--- config.mk ---
export PLATFORM = sky130hd
export DESIGN_NAME = pir_sampler_flat
export DESIGN_NICKNAME = d
export VERILOG_FILES = /design/src/rtl/pir_pkg.sv /design/src/rtl/pir_sampler_if.sv /design/src/rtl/pir_duty_counter.sv /design/src/rtl/pir_sampler.sv /design/src/flat_wrapper.sv
export SDC_FILE = /design/constraint.sdc
export NUM_CORES = 1
export LEC_CHECK = 0
export BUFFER_PORTS_ARGS = -buffer_cell sky130_fd_sc_hd__buf_2
export CORE_MARGIN = 4
export CORE_UTILIZATION = 45
export CTS_CLUSTER_DIAMETER = 80
export DETAILED_ROUTE_END_ITERATION = 10
export PLACE_DENSITY = 0.61
export SYNTH_ARGS = -nofsm -noshare
export SYNTH_HDL_FRONTEND = slang
export SYNTH_HIERARCHICAL = 1
export SYNTH_SLANG_ARGS = --single-unit
--- constraint.sdc ---
create_clock -name clk -period 5.7 [get_ports clk]
set_clock_uncertainty 0.1 [all_clocks]
set_input_delay 0.285 -clock clk [delete_from_list [all_inputs] [get_ports clk]]
set_output_delay 0.285 -clock clk [all_outputs]
set_load 0.01 [all_outputs]
--- src/rtl/pir_pkg.sv ---
// Shared constants and types for the PIR motion sampler.
package pir_pkg;
  localparam int PIR_FULL_SCALE = 100;
  localparam int PIR_SAMPLE_W   = 7;
  localparam int PIR_TP_STEP    = 10;

  typedef enum logic [2:0] {
    ST_IDLE    = 3'b001,
    ST_MEASURE = 3'b010,
    ST_PUBLISH = 3'b100
  } pir_state_e;

  typedef logic [PIR_SAMPLE_W-1:0] pir_sample_t;
endpackage

--- src/rtl/pir_sampler_if.sv ---
// Detector inputs and published motion samples of pir_sampler.
interface pir_sampler_if;
  import pir_pkg::*;
  logic        enable;
  logic [2:0]  pir_raw;
  pir_sample_t pir_sensor_1;
  pir_sample_t pir_sensor_2;
  pir_sample_t pir_sensor_3;
  logic        sample_valid;
  logic [7:0]  sample_seq;

  modport master (output enable, pir_raw,
                  input  pir_sensor_1, pir_sensor_2, pir_sensor_3, sample_valid, sample_seq);
  modport slave  (input  enable, pir_raw,
                  output pir_sensor_1, pir_sensor_2, pir_sensor_3, sample_valid, sample_seq);
endinterface

--- src/rtl/pir_duty_counter.sv ---
// One PIR channel: input synchroniser, SCALE prescaler and saturating duty counter.
module pir_duty_counter import pir_pkg::*; #(
  parameter int SCALE       = 1,
  parameter int SYNC_STAGES = 2
) (
  input  logic        clk,
  input  logic        rst_n,
  input  logic        raw,
  input  logic        clr,
  input  logic        cnt_en,
  output pir_sample_t duty
);
  logic [SYNC_STAGES-1:0] sync_q;
  logic [7:0]             pre_q;
  pir_sample_t            duty_q;
  logic                   hit;

  always_ff @(posedge clk or negedge rst_n)
    if (!rst_n) sync_q <= '0;
    else        sync_q <= {sync_q[SYNC_STAGES-2:0], raw};

  assign hit = cnt_en && sync_q[SYNC_STAGES-1];

  // clear wins over counting so a fresh window always starts from zero
  always_ff @(posedge clk or negedge rst_n)
    if (!rst_n) begin
      pre_q  <= '0;
      duty_q <= '0;
    end else if (clr) begin
      pre_q  <= '0;
      duty_q <= '0;
    end else if (hit) begin
      if (pre_q == 8'(SCALE-1)) begin
        pre_q <= '0;
        if (duty_q != pir_sample_t'(PIR_FULL_SCALE)) duty_q <= duty_q + 1'b1;
      end else begin
        pre_q <= pre_q + 1'b1;
      end
    end

  assign duty = duty_q;
endmodule

--- src/rtl/pir_sampler.sv ---
// PIR front end: three-channel high-time duty over a 100*SCALE window, published with a valid strobe.
// Optional test pattern source enabled by defining PIR_SAMPLER_TESTPAT_EN.
module pir_sampler import pir_pkg::*; #(
  parameter int SCALE       = 1,
  parameter int SYNC_STAGES = 2
) (
  input logic clk,
  input logic rst_n,
`ifdef PIR_SAMPLER_TESTPAT_EN
  input logic test_mode,
`endif
  pir_sampler_if.slave bus
);
  localparam int WIN_LEN = PIR_FULL_SCALE * SCALE;
  localparam int WIN_W   = $clog2(WIN_LEN);

  pir_state_e        state_q, state_d;
  logic [WIN_W-1:0]  win_q;
  logic              win_last, measuring, publishing;
  pir_sample_t [2:0] duty, pub_d, pub_q;
  logic              vld_q;
  logic [7:0]        seq_q;

  assign measuring  = (state_q == ST_MEASURE);
  assign publishing = (state_q == ST_PUBLISH);
  assign win_last   = (win_q == WIN_W'(WIN_LEN-1));

  for (genvar c = 0; c < 3; c++) begin : g_ch
    pir_duty_counter #(.SCALE(SCALE), .SYNC_STAGES(SYNC_STAGES)) u_cnt (
      .clk    (clk),
      .rst_n  (rst_n),
      .raw    (bus.pir_raw[c]),
      .clr    (!measuring),
      .cnt_en (measuring),
      .duty   (duty[c])
    );
  end

  always_ff @(posedge clk or negedge rst_n)
    if (!rst_n) state_q <= ST_IDLE;
    else        state_q <= state_d;

  always_comb begin
    state_d = state_q;
    case (state_q)
      ST_IDLE:    if (bus.enable) state_d = ST_MEASURE;
      ST_MEASURE: if (!bus.enable) state_d = ST_IDLE;
                  else if (win_last) state_d = ST_PUBLISH;
      ST_PUBLISH: state_d = bus.enable ? ST_MEASURE : ST_IDLE;
      default:    state_d = ST_IDLE;
    endcase
  end

  always_ff @(posedge clk or negedge rst_n)
    if (!rst_n)                               win_q <= '0;
    else if (measuring && bus.enable && !win_last) win_q <= win_q + 1'b1;
    else                                      win_q <= '0;

`ifdef PIR_SAMPLER_TESTPAT_EN
  pir_sample_t tp_q;

  // pattern steps on every publish, whether or not it is being shown
  always_ff @(posedge clk or negedge rst_n)
    if (!rst_n) tp_q <= '0;
    else if (publishing)
      tp_q <= (tp_q == pir_sample_t'(PIR_FULL_SCALE)) ? '0 : tp_q + pir_sample_t'(PIR_TP_STEP);
`endif

  always_comb begin
    pub_d = duty;
`ifdef PIR_SAMPLER_TESTPAT_EN
    if (test_mode) begin
      pub_d[0] = tp_q;
      pub_d[1] = pir_sample_t'(PIR_FULL_SCALE) - tp_q;
      pub_d[2] = (tp_q >= pir_sample_t'(PIR_FULL_SCALE/2)) ? pir_sample_t'(PIR_FULL_SCALE) : '0;
    end
`endif
  end

  always_ff @(posedge clk or negedge rst_n)
    if (!rst_n) begin
      pub_q <= '0;
      vld_q <= 1'b0;
      seq_q <= '0;
    end else begin
      vld_q <= publishing;
      if (publishing) begin
        pub_q <= pub_d;
        seq_q <= seq_q + 1'b1;
      end
    end

  assign bus.pir_sensor_1 = pub_q[0];
  assign bus.pir_sensor_2 = pub_q[1];
  assign bus.pir_sensor_3 = pub_q[2];
  assign bus.sample_valid = vld_q;
  assign bus.sample_seq   = seq_q;
endmodule

--- src/flat_wrapper.sv ---
// flat-port wrapper written by rule: the top's interface ports become plain ports
module pir_sampler_flat import pir_pkg::*;
#(
  parameter int SCALE       = 1,
  parameter int SYNC_STAGES = 2
)
  (clk, rst_n, bus_enable, bus_pir_raw, bus_pir_sensor_1, bus_pir_sensor_2, bus_pir_sensor_3, bus_sample_valid, bus_sample_seq);
  pir_sampler_if bus_i ();
  input logic clk;
  input logic rst_n;
  input wire logic [$bits(bus_i.enable)-1:0] bus_enable;
  input wire logic [$bits(bus_i.pir_raw)-1:0] bus_pir_raw;
  output wire logic [$bits(bus_i.pir_sensor_1)-1:0] bus_pir_sensor_1;
  output wire logic [$bits(bus_i.pir_sensor_2)-1:0] bus_pir_sensor_2;
  output wire logic [$bits(bus_i.pir_sensor_3)-1:0] bus_pir_sensor_3;
  output wire logic [$bits(bus_i.sample_valid)-1:0] bus_sample_valid;
  output wire logic [$bits(bus_i.sample_seq)-1:0] bus_sample_seq;
  assign bus_i.enable = bus_enable;
  assign bus_i.pir_raw = bus_pir_raw;
  assign bus_pir_sensor_1 = bus_i.pir_sensor_1;
  assign bus_pir_sensor_2 = bus_i.pir_sensor_2;
  assign bus_pir_sensor_3 = bus_i.pir_sensor_3;
  assign bus_sample_valid = bus_i.sample_valid;
  assign bus_sample_seq = bus_i.sample_seq;
  pir_sampler #(.SCALE(SCALE), .SYNC_STAGES(SYNC_STAGES)) u_core (.clk(clk), .rst_n(rst_n), .bus(bus_i));
endmodule
==> out/results.txt, run 1 <==
final wirelength: 8.68 mm
Worst slew margin: 40.3%
Yosys reg bits: 91
synthesized cell area: 4560 sq um
period utilization: 49.0%
DRT iter0 DRCs: 123
n_diodes: 0
Unique masters post-synth: 47
final-layout fill cell count: 925
CORE AREA: 9820 sq um
max_cap viols: 0
Fin. Hold Viols: 0
most common cell in the netlist: dfrtp_1
htree depth: 3
Synth area leader: dfrtp_1
Vias/cell: 5.39
Crit path arrival time: 2.94 ns
synth top area cells: dfrtp_1 (49%), mux2_2 (6.2%), ha_1 (3.8%), nand2_1 (3.1%), nor2_1 (2.6%)
flop2flop setup slack: 2.91 ns
LEAKAGE: 2.33 nW
setup violators final: 0
Final Net Count: 476
Area Growth Syn to Fin: 12.0%
largest net degree at the start of global routing: 58
register area share after synthesis: 50.0%
clock sink count: 91
Max FO, Critical Path: 57
Clock Tree Buf Depth: 2
status: finished clean
CP Class: reg2reg
syn_nets: 434
Synth warnings: 6
cells after synthesis: 414
design area: 5100 sq um
startpoint types: flip-flop
IO Count: 36
CTS tree: done
clock period minus worst slack: 2.79 ns
worst slew pin tran: 0.890 ns
RSZ-0062 raised after global routing: no
share of cells above drive strength 1: 23.0%
vias in the first global route: 2968
DRC violations left: 0
post-synth top area share: 49.4%
setup bufs post-CTS: 0
synth cell count leaders: dfrtp_1 (90), nand2_1 (38), nor2_1 (31), mux2_2 (25), o21ai_0 (18)
routability congestion estimate: 0.832
die width: 109 um
routed len/inst: 14.6 um
routed vias: 3202
row cnt: 36
initial antenna violation count: 0
Final Max Tran Viols: 0
Overflow after GRT: 0
Initial Util: 46.4%
Tightest Hold Check Type: reg2reg
placed cell area: 4870 sq um
Total GRT Usage: 15.9%
Fin Setup TNS: 0 ns
Mean Syn Cell Area: 11.0 sq um
cts hold-fix bufs: 5
first-pass GRT wire length: 14.8 mm
Skew-Pair Late Insertion Delay: 0.36 ns
worst path required time: 5.85 ns
FFs w/ async S/R, synth: 100%
Max rail drop VDD: 98.2 uV
clock-pin slew on the worst setup and hold paths: 0.09 ns
Peak Freq: 0.358 GHz
PD cells: 234 nW/um^2
port buffer count: 35
Routed Antenna Nets: 0
CP endpoint kind: flip-flop
HPWL Detailed: 5.85 mm
number of synthesized flops with an enable pin: 0
post-CTS sizing: 0
Die Height: 109 um
Synth Flop Type: dfrtp_1
total CTS buffers: 9
clk root buf: clkbuf_8
Pre-antenna DRT Iters: 5
die footprint: 11800 sq um
routing by layer:
| layer | track usage (%) | wire [um] | up-vias |
|---|---|---|---|
| met3 | 3.73 | 212 | 10 |
| met1 | 22.1 | 4220 | 1586 |
| met2 | 24.1 | 4100 | 30 |
| met5 | 0 | 0 | - |
| li1 | - | - | 1576 |
| met4 | 6.49 | 150 | 0 |
flip-flops by register name (all words and copies together), names as in the netlist:
| signal | flops |
|---|---|
| u_core/g_ch.u_cnt/duty | 21 |
| u_core/bus.sample_valid | 1 |
| u_core/bus.pir_sensor_3 | 7 |
| u_core/bus.pir_sensor_1 | 7 |
| u_core/win_q | 7 |
| u_core/g_ch.u_cnt/sync_q | 6 |
| u_core/g_ch.u_cnt/pre_q | 24 |
| u_core/bus.sample_seq | 8 |
| u_core/bus.pir_sensor_2 | 7 |
| u_core/state_q | 3 |
cell type report:
type / instances / area [sq um] / share of cell area (%)
clock buffers: 11 / 141 / 2.77
inverters: 15 / 56.3 / 1.10
flip-flops and latches: 91 / 2280 / 44.7
well taps: 133 / 166 / 3.26
multi-input cells: 296 / 2170 / 42.6
clock inverters: 5 / 37.5 / 0.736
repair buffers: 43 / 250 / 4.91
cells in the final DEF, fill, tap and decap left out, types with 9 or more instances in the layout:
master	instances
a21oi_1	12
buf_2	34
clkbuf_8	10
dfrtp_1	90
ha_1	14
inv_1	14
mux2_2	25
nand2_1	38
nand3_1	15
nand3b_1	9
nand4_1	9
nor2_1	31
o211ai_1	9
o21ai_0	18
or3_1	11
xnor2_1	9
xor2_1	12
worst paths after layout:
path,depth (start not counted),to,start
worst max-delay path,6,u_core/g_ch[1].u_cnt/duty[2],u_core/state_q[0]
max in group asynchronous,3,u_core/g_ch[0].u_cnt/duty[3],rst_n
worst max register to register,6,u_core/g_ch[1].u_cnt/duty[2],u_core/state_q[0]
worst min-delay path,0,u_core/g_ch[2].u_cnt/sync_q[1],u_core/g_ch[2].u_cnt/sync_q[0]
worst min register to register,0,u_core/g_ch[2].u_cnt/sync_q[1],u_core/g_ch[2].u_cnt/sync_q[0]
min in group asynchronous,2,u_core/g_ch[2].u_cnt/duty[6],rst_n
where the power goes:
group	switching, mW	internal (mW)
combinational	0.0747	0.0404
clock	0.232	0.172
sequential	0.0165	0.657
total	0.323	0.870
per-stage QoR:
stage | std cells | setup slack (ns) | hold slack, ns | power, mW | util [%]
detailed placement | 573 | 2.93 | 0.234 | 0.801 | 49.6
finish | 594 | 2.91 | 0.257 | 1.19 | 51.9
global route | 594 | 2.72 | 0.260 | 1.26 | 51.9
global placement | 573 | 2.99 | 0.229 | 0.798 | 49.6
floorplan | 414 | 3.28 | -0.111 | 0.764 | -
CTS | 594 | 2.89 | 0.257 | 1.21 | 51.9
worst max-delay path: stages (launching register included):
cell and delay [ns]:
dfstp_2 0.60, nor3b_2 0.06, buf_4 0.20, inv_2 0.67, and4b_1 0.32, or2_0 0.38
a211o_1 0.34
logic make-up (layout without fill, tap and decap cells):
logic type	count (synthesis)	after routing	share of synthesized area, %
and+or+nand+nor	159	159	20.7
xor gates and xnor gates	21	21	4.04
buffers and inverters	27	74	2.47
DFF	91	91	50.0
AOI/OAI and AO/OA	74	74	12.1
adders and majority gates	14	14	3.85
muxes	28	28	6.84
Note: power is estimated with default switching activity, not from simulation.
==> run 2, diff against run 1 <==
--- a/config.mk
+++ b/config.mk
@@ -10,7 +10,7 @@
 export CORE_UTILIZATION = 45
 export CTS_CLUSTER_DIAMETER = 80
 export DETAILED_ROUTE_END_ITERATION = 10
-export PLACE_DENSITY = 0.61
+export PLACE_DENSITY = 0.63
 export SYNTH_ARGS = -nofsm -noshare
 export SYNTH_HDL_FRONTEND = slang
 export SYNTH_HIERARCHICAL = 1
==> constraint.sdc (replaced) <==
create_clock -name clk -period 2.51 [get_ports clk]
set_clock_uncertainty 0.1 [all_clocks]
set_input_delay 0.1255 -clock clk [delete_from_list [all_inputs] [get_ports clk]]
set_output_delay 0.1255 -clock clk [all_outputs]
set_load 0.01 [all_outputs]
==> run 2 against run 1 <==
Net effect: cell area grew 2.5%; via count rose by 0.37%; die area stayed put; sequential share of layout area fell by 1.1 points; register-to-register slack got worse by 2.6 ns; maximum frequency increased by 29%; routed wire length down 1.4%; clock-buffer cell count up 1; cell count is 1.5% higher; sequential cell count is the same; worst hold slack got worse by 0.023 ns; power increased by 150%; critical endpoint is now u_core/g_ch[2].u_cnt/duty[2]; largest power group unchanged; highest routed layer unchanged.
==> out/results.txt, run 2 (synthesis gave the netlist of run 1 again) <==
die footprint: 11800 sq um (unchanged)
Crit path arrival time: 2.31 ns (-0.63 ns)
Worst path slowest cell: dfstp_2
PD cells: 561 nW/um^2 (+140%)
CTS tree: done
P_int: 2.21 mW (+150%)
HPWL Detailed: 6.04 mm (+3.2%)
final wirelength: 8.55 mm (-1.4%)
Cell Chain, Critical Path: nor3b_2, inv_2, buf_4, a41oi_4, or2_0, a211o_1
max_cap viols: 0 (unchanged)
LEAKAGE: 2.41 nW (+3.2%)
clock sink count: 91 (unchanged)
total CTS buffers: 9 (unchanged)
worst hold slack: 0.234 ns (-0.0228 ns)
Peak Freq: 0.463 GHz (+29%)
post-CTS sizing: 0 (unchanged)
Fin Setup TNS: 0 ns (unchanged)
startpoint types: flip-flop
worst slew pin tran: 0.658 ns (-0.232 ns)
die width: 109 um (unchanged)
Initial Util: 46.4% (unchanged)
port buffer count: 35 (unchanged)
flop2flop setup slack: 0.35 ns (-2.55 ns)
slowest stage delay, CP: 0.61 ns (-0.06 ns)
Reg2Reg Capture Point: u_core/g_ch[2].u_cnt/duty[2]
IO Count: 36 (unchanged)
WP buf/inv: 2 (unchanged)
most frequent cells in the layout: dfrtp_1 (90), nand2_1 (38), buf_2 (34)
Area Growth Syn to Fin: 14.8%
Fin. Hold Viols: 0 (unchanged)
CP endpoint kind: flip-flop
share of cells above drive strength 1: 24.5% (+1.5 points)
Skew-Pair Late Insertion Delay: 0.37 ns (about the same)
row cnt: 36 (unchanged)
CORE AREA: 9820 sq um (unchanged)
design area: 5230 sq um (+2.5%)
CP Class: reg2reg
worst r2r path cells: 6 (unchanged)
Sequential Power Share: 52.2% (-4.3 points)
worst path required time: 2.67 ns (-3.18 ns)
placed cell area: 4950 sq um (+1.6%)
routed vias: 3214 (+0.37%)
status: finished clean
Total GRT Usage: 16.0% (+0.063 points)
routability congestion estimate: 0.806 (-3.1%)
Die Height: 109 um (unchanged)
Most flops, register: u_core/g_ch.u_cnt/pre_q
DRT iter0 DRCs: 139 (+13%)
Pre-antenna DRT Iters: 4 (-1)
Tightest Hold Check Type: in2async
setup bufs post-CTS: 0 (unchanged)
vias in the first global route: 3077 (+3.7%)
Overflow after GRT: 0 (unchanged)
period utilization: 86.0% (+37 points)
cell family with most CP delay: flip-flops
routed len/inst: 14.2 um (-2.9%)
Gate power share: 9.5% (about the same)
Psw: 0.721 mW (+120%)
clock-pin slew on the worst setup and hold paths: 0.09 ns (about the same)
max reg flops: 24 (unchanged)
n_diodes: 0 (unchanged)
Max FO, Critical Path: 20 (-65%)
Max rail drop VDD: 355 uV (+260%)
Crit Reg-Reg Startpoint: u_core/state_q[0]
cts hold-fix bufs: 5 (unchanged)
Vias/cell: 5.33 (-1.1%)
clk root buf: clkbuf_8
first-pass GRT wire length: 14.9 mm (+1.1%)
setup violators final: 0 (unchanged)
clock period minus worst slack: 2.16 ns (-0.635 ns)
RSZ-0062 raised after global routing: no
Routed Antenna Nets: 0 (unchanged)
htree depth: 3 (unchanged)
Final Net Count: 485 (+1.9%)
Worst slew margin: 56.1% (+16 points)
most common cell after layout, fill and taps aside: dfrtp_1
Final Max Tran Viols: 0 (unchanged)
DRC violations left: 0 (unchanged)
initial antenna violation count: 0 (unchanged)
Sw Ratio: 24.6% (-2.5 points)
largest net degree at the start of global routing: 53 (-8.6%)
Clock Tree Buf Depth: 2 (unchanged)
Clk network pwr share: 38.3% (+4.4 points)
==> run 2: cell count changes in the layout (fill, tap and decap cells not counted) <==
cell | previous run | this run
buf_4 | 4 | 12
bufinv_16 | 0 | 2
buf_12 | 0 | 1
clkbuf_8 | 10 | 11
clkinv_4 | 1 | 0
clkinvlp_4 | 2 | 1
inv_6 | 1 | 0
==> run 2: worst reg2reg max path, cell delays in order, from the launching register on <==
cell and delay, ns:
dfstp_2 0.61, nor3b_2 0.07, inv_2 0.22, buf_4 0.26, a41oi_4 0.07, or2_0 0.38, a211o_1 0.34
==> run 2: worst max path at each step <==
stage | to | start | slack (ns) | cells past startpoint
2_1_floorplan | u_core/g_ch[0].u_cnt/pre_q[5] | u_core/state_q[2] | 0.09 | 6
3_3_place_gp | u_core/g_ch[2].u_cnt/duty[2] | u_core/state_q[0] | 0.40 | 6
3_5_place_dp | u_core/g_ch[2].u_cnt/duty[2] | u_core/state_q[0] | 0.37 | 6
4_1_cts | u_core/g_ch[2].u_cnt/duty[2] | u_core/state_q[0] | 0.36 | 6
5_1_grt | u_core/g_ch[2].u_cnt/duty[1] | u_core/state_q[1] | 0.13 | 6
6_report | u_core/g_ch[2].u_cnt/duty[2] | u_core/state_q[0] | 0.35 | 6
==> run 2: area by class of cell <==
| class | instances | area (sq um) |
|---|---|---|
| clock buffer | 12 | 155 |
| timing repair buffer | 52 | 330 |
| sequential | 91 | 2280 |
| clock inverter | 4 | 72.6 |
| inverter | 15 | 56.3 |
| fill | 871 | 4590 |
| multi-input combinational | 296 | 2170 |
| tap | 133 | 166 |
==> run 2: power by group through the flow <==
stage               registers (mW)  logic, mW  clock network [mW]
CTS                           1.53      0.284                1.16
global placement              1.56      0.269                   0
finish                        1.53      0.278                1.12
global route                  1.53      0.317                1.21
floorplan                     1.55      0.187                   0
detailed placement            1.56      0.277                   0
==> run 2: per-stage QoR <==
stage / total power, mW / cells / setup WS, ns / utilization [%]
after floorplan: 1.74 / 414 / 0.0926 / -
after global placement: 1.83 / 582 / 0.405 / 50.4
after detailed placement: 1.84 / 582 / 0.368 / 50.4
after CTS: 2.97 / 603 / 0.362 / 53.3
after global routing: 3.07 / 603 / 0.134 / 53.3
final: 2.93 / 603 / 0.351 / 53.3
==> run 2: routing by layer <==
layer | up-vias | global-route usage, % | part of all wire [%]
met3 | 7 | 4.50 | 2.7
li1 | 1595 | - | -
met5 | - | 0 | 0
met1 | 1578 | 21.3 | 48
met2 | 34 | 25.9 | 49
met4 | 0 | 4.06 | 1.1
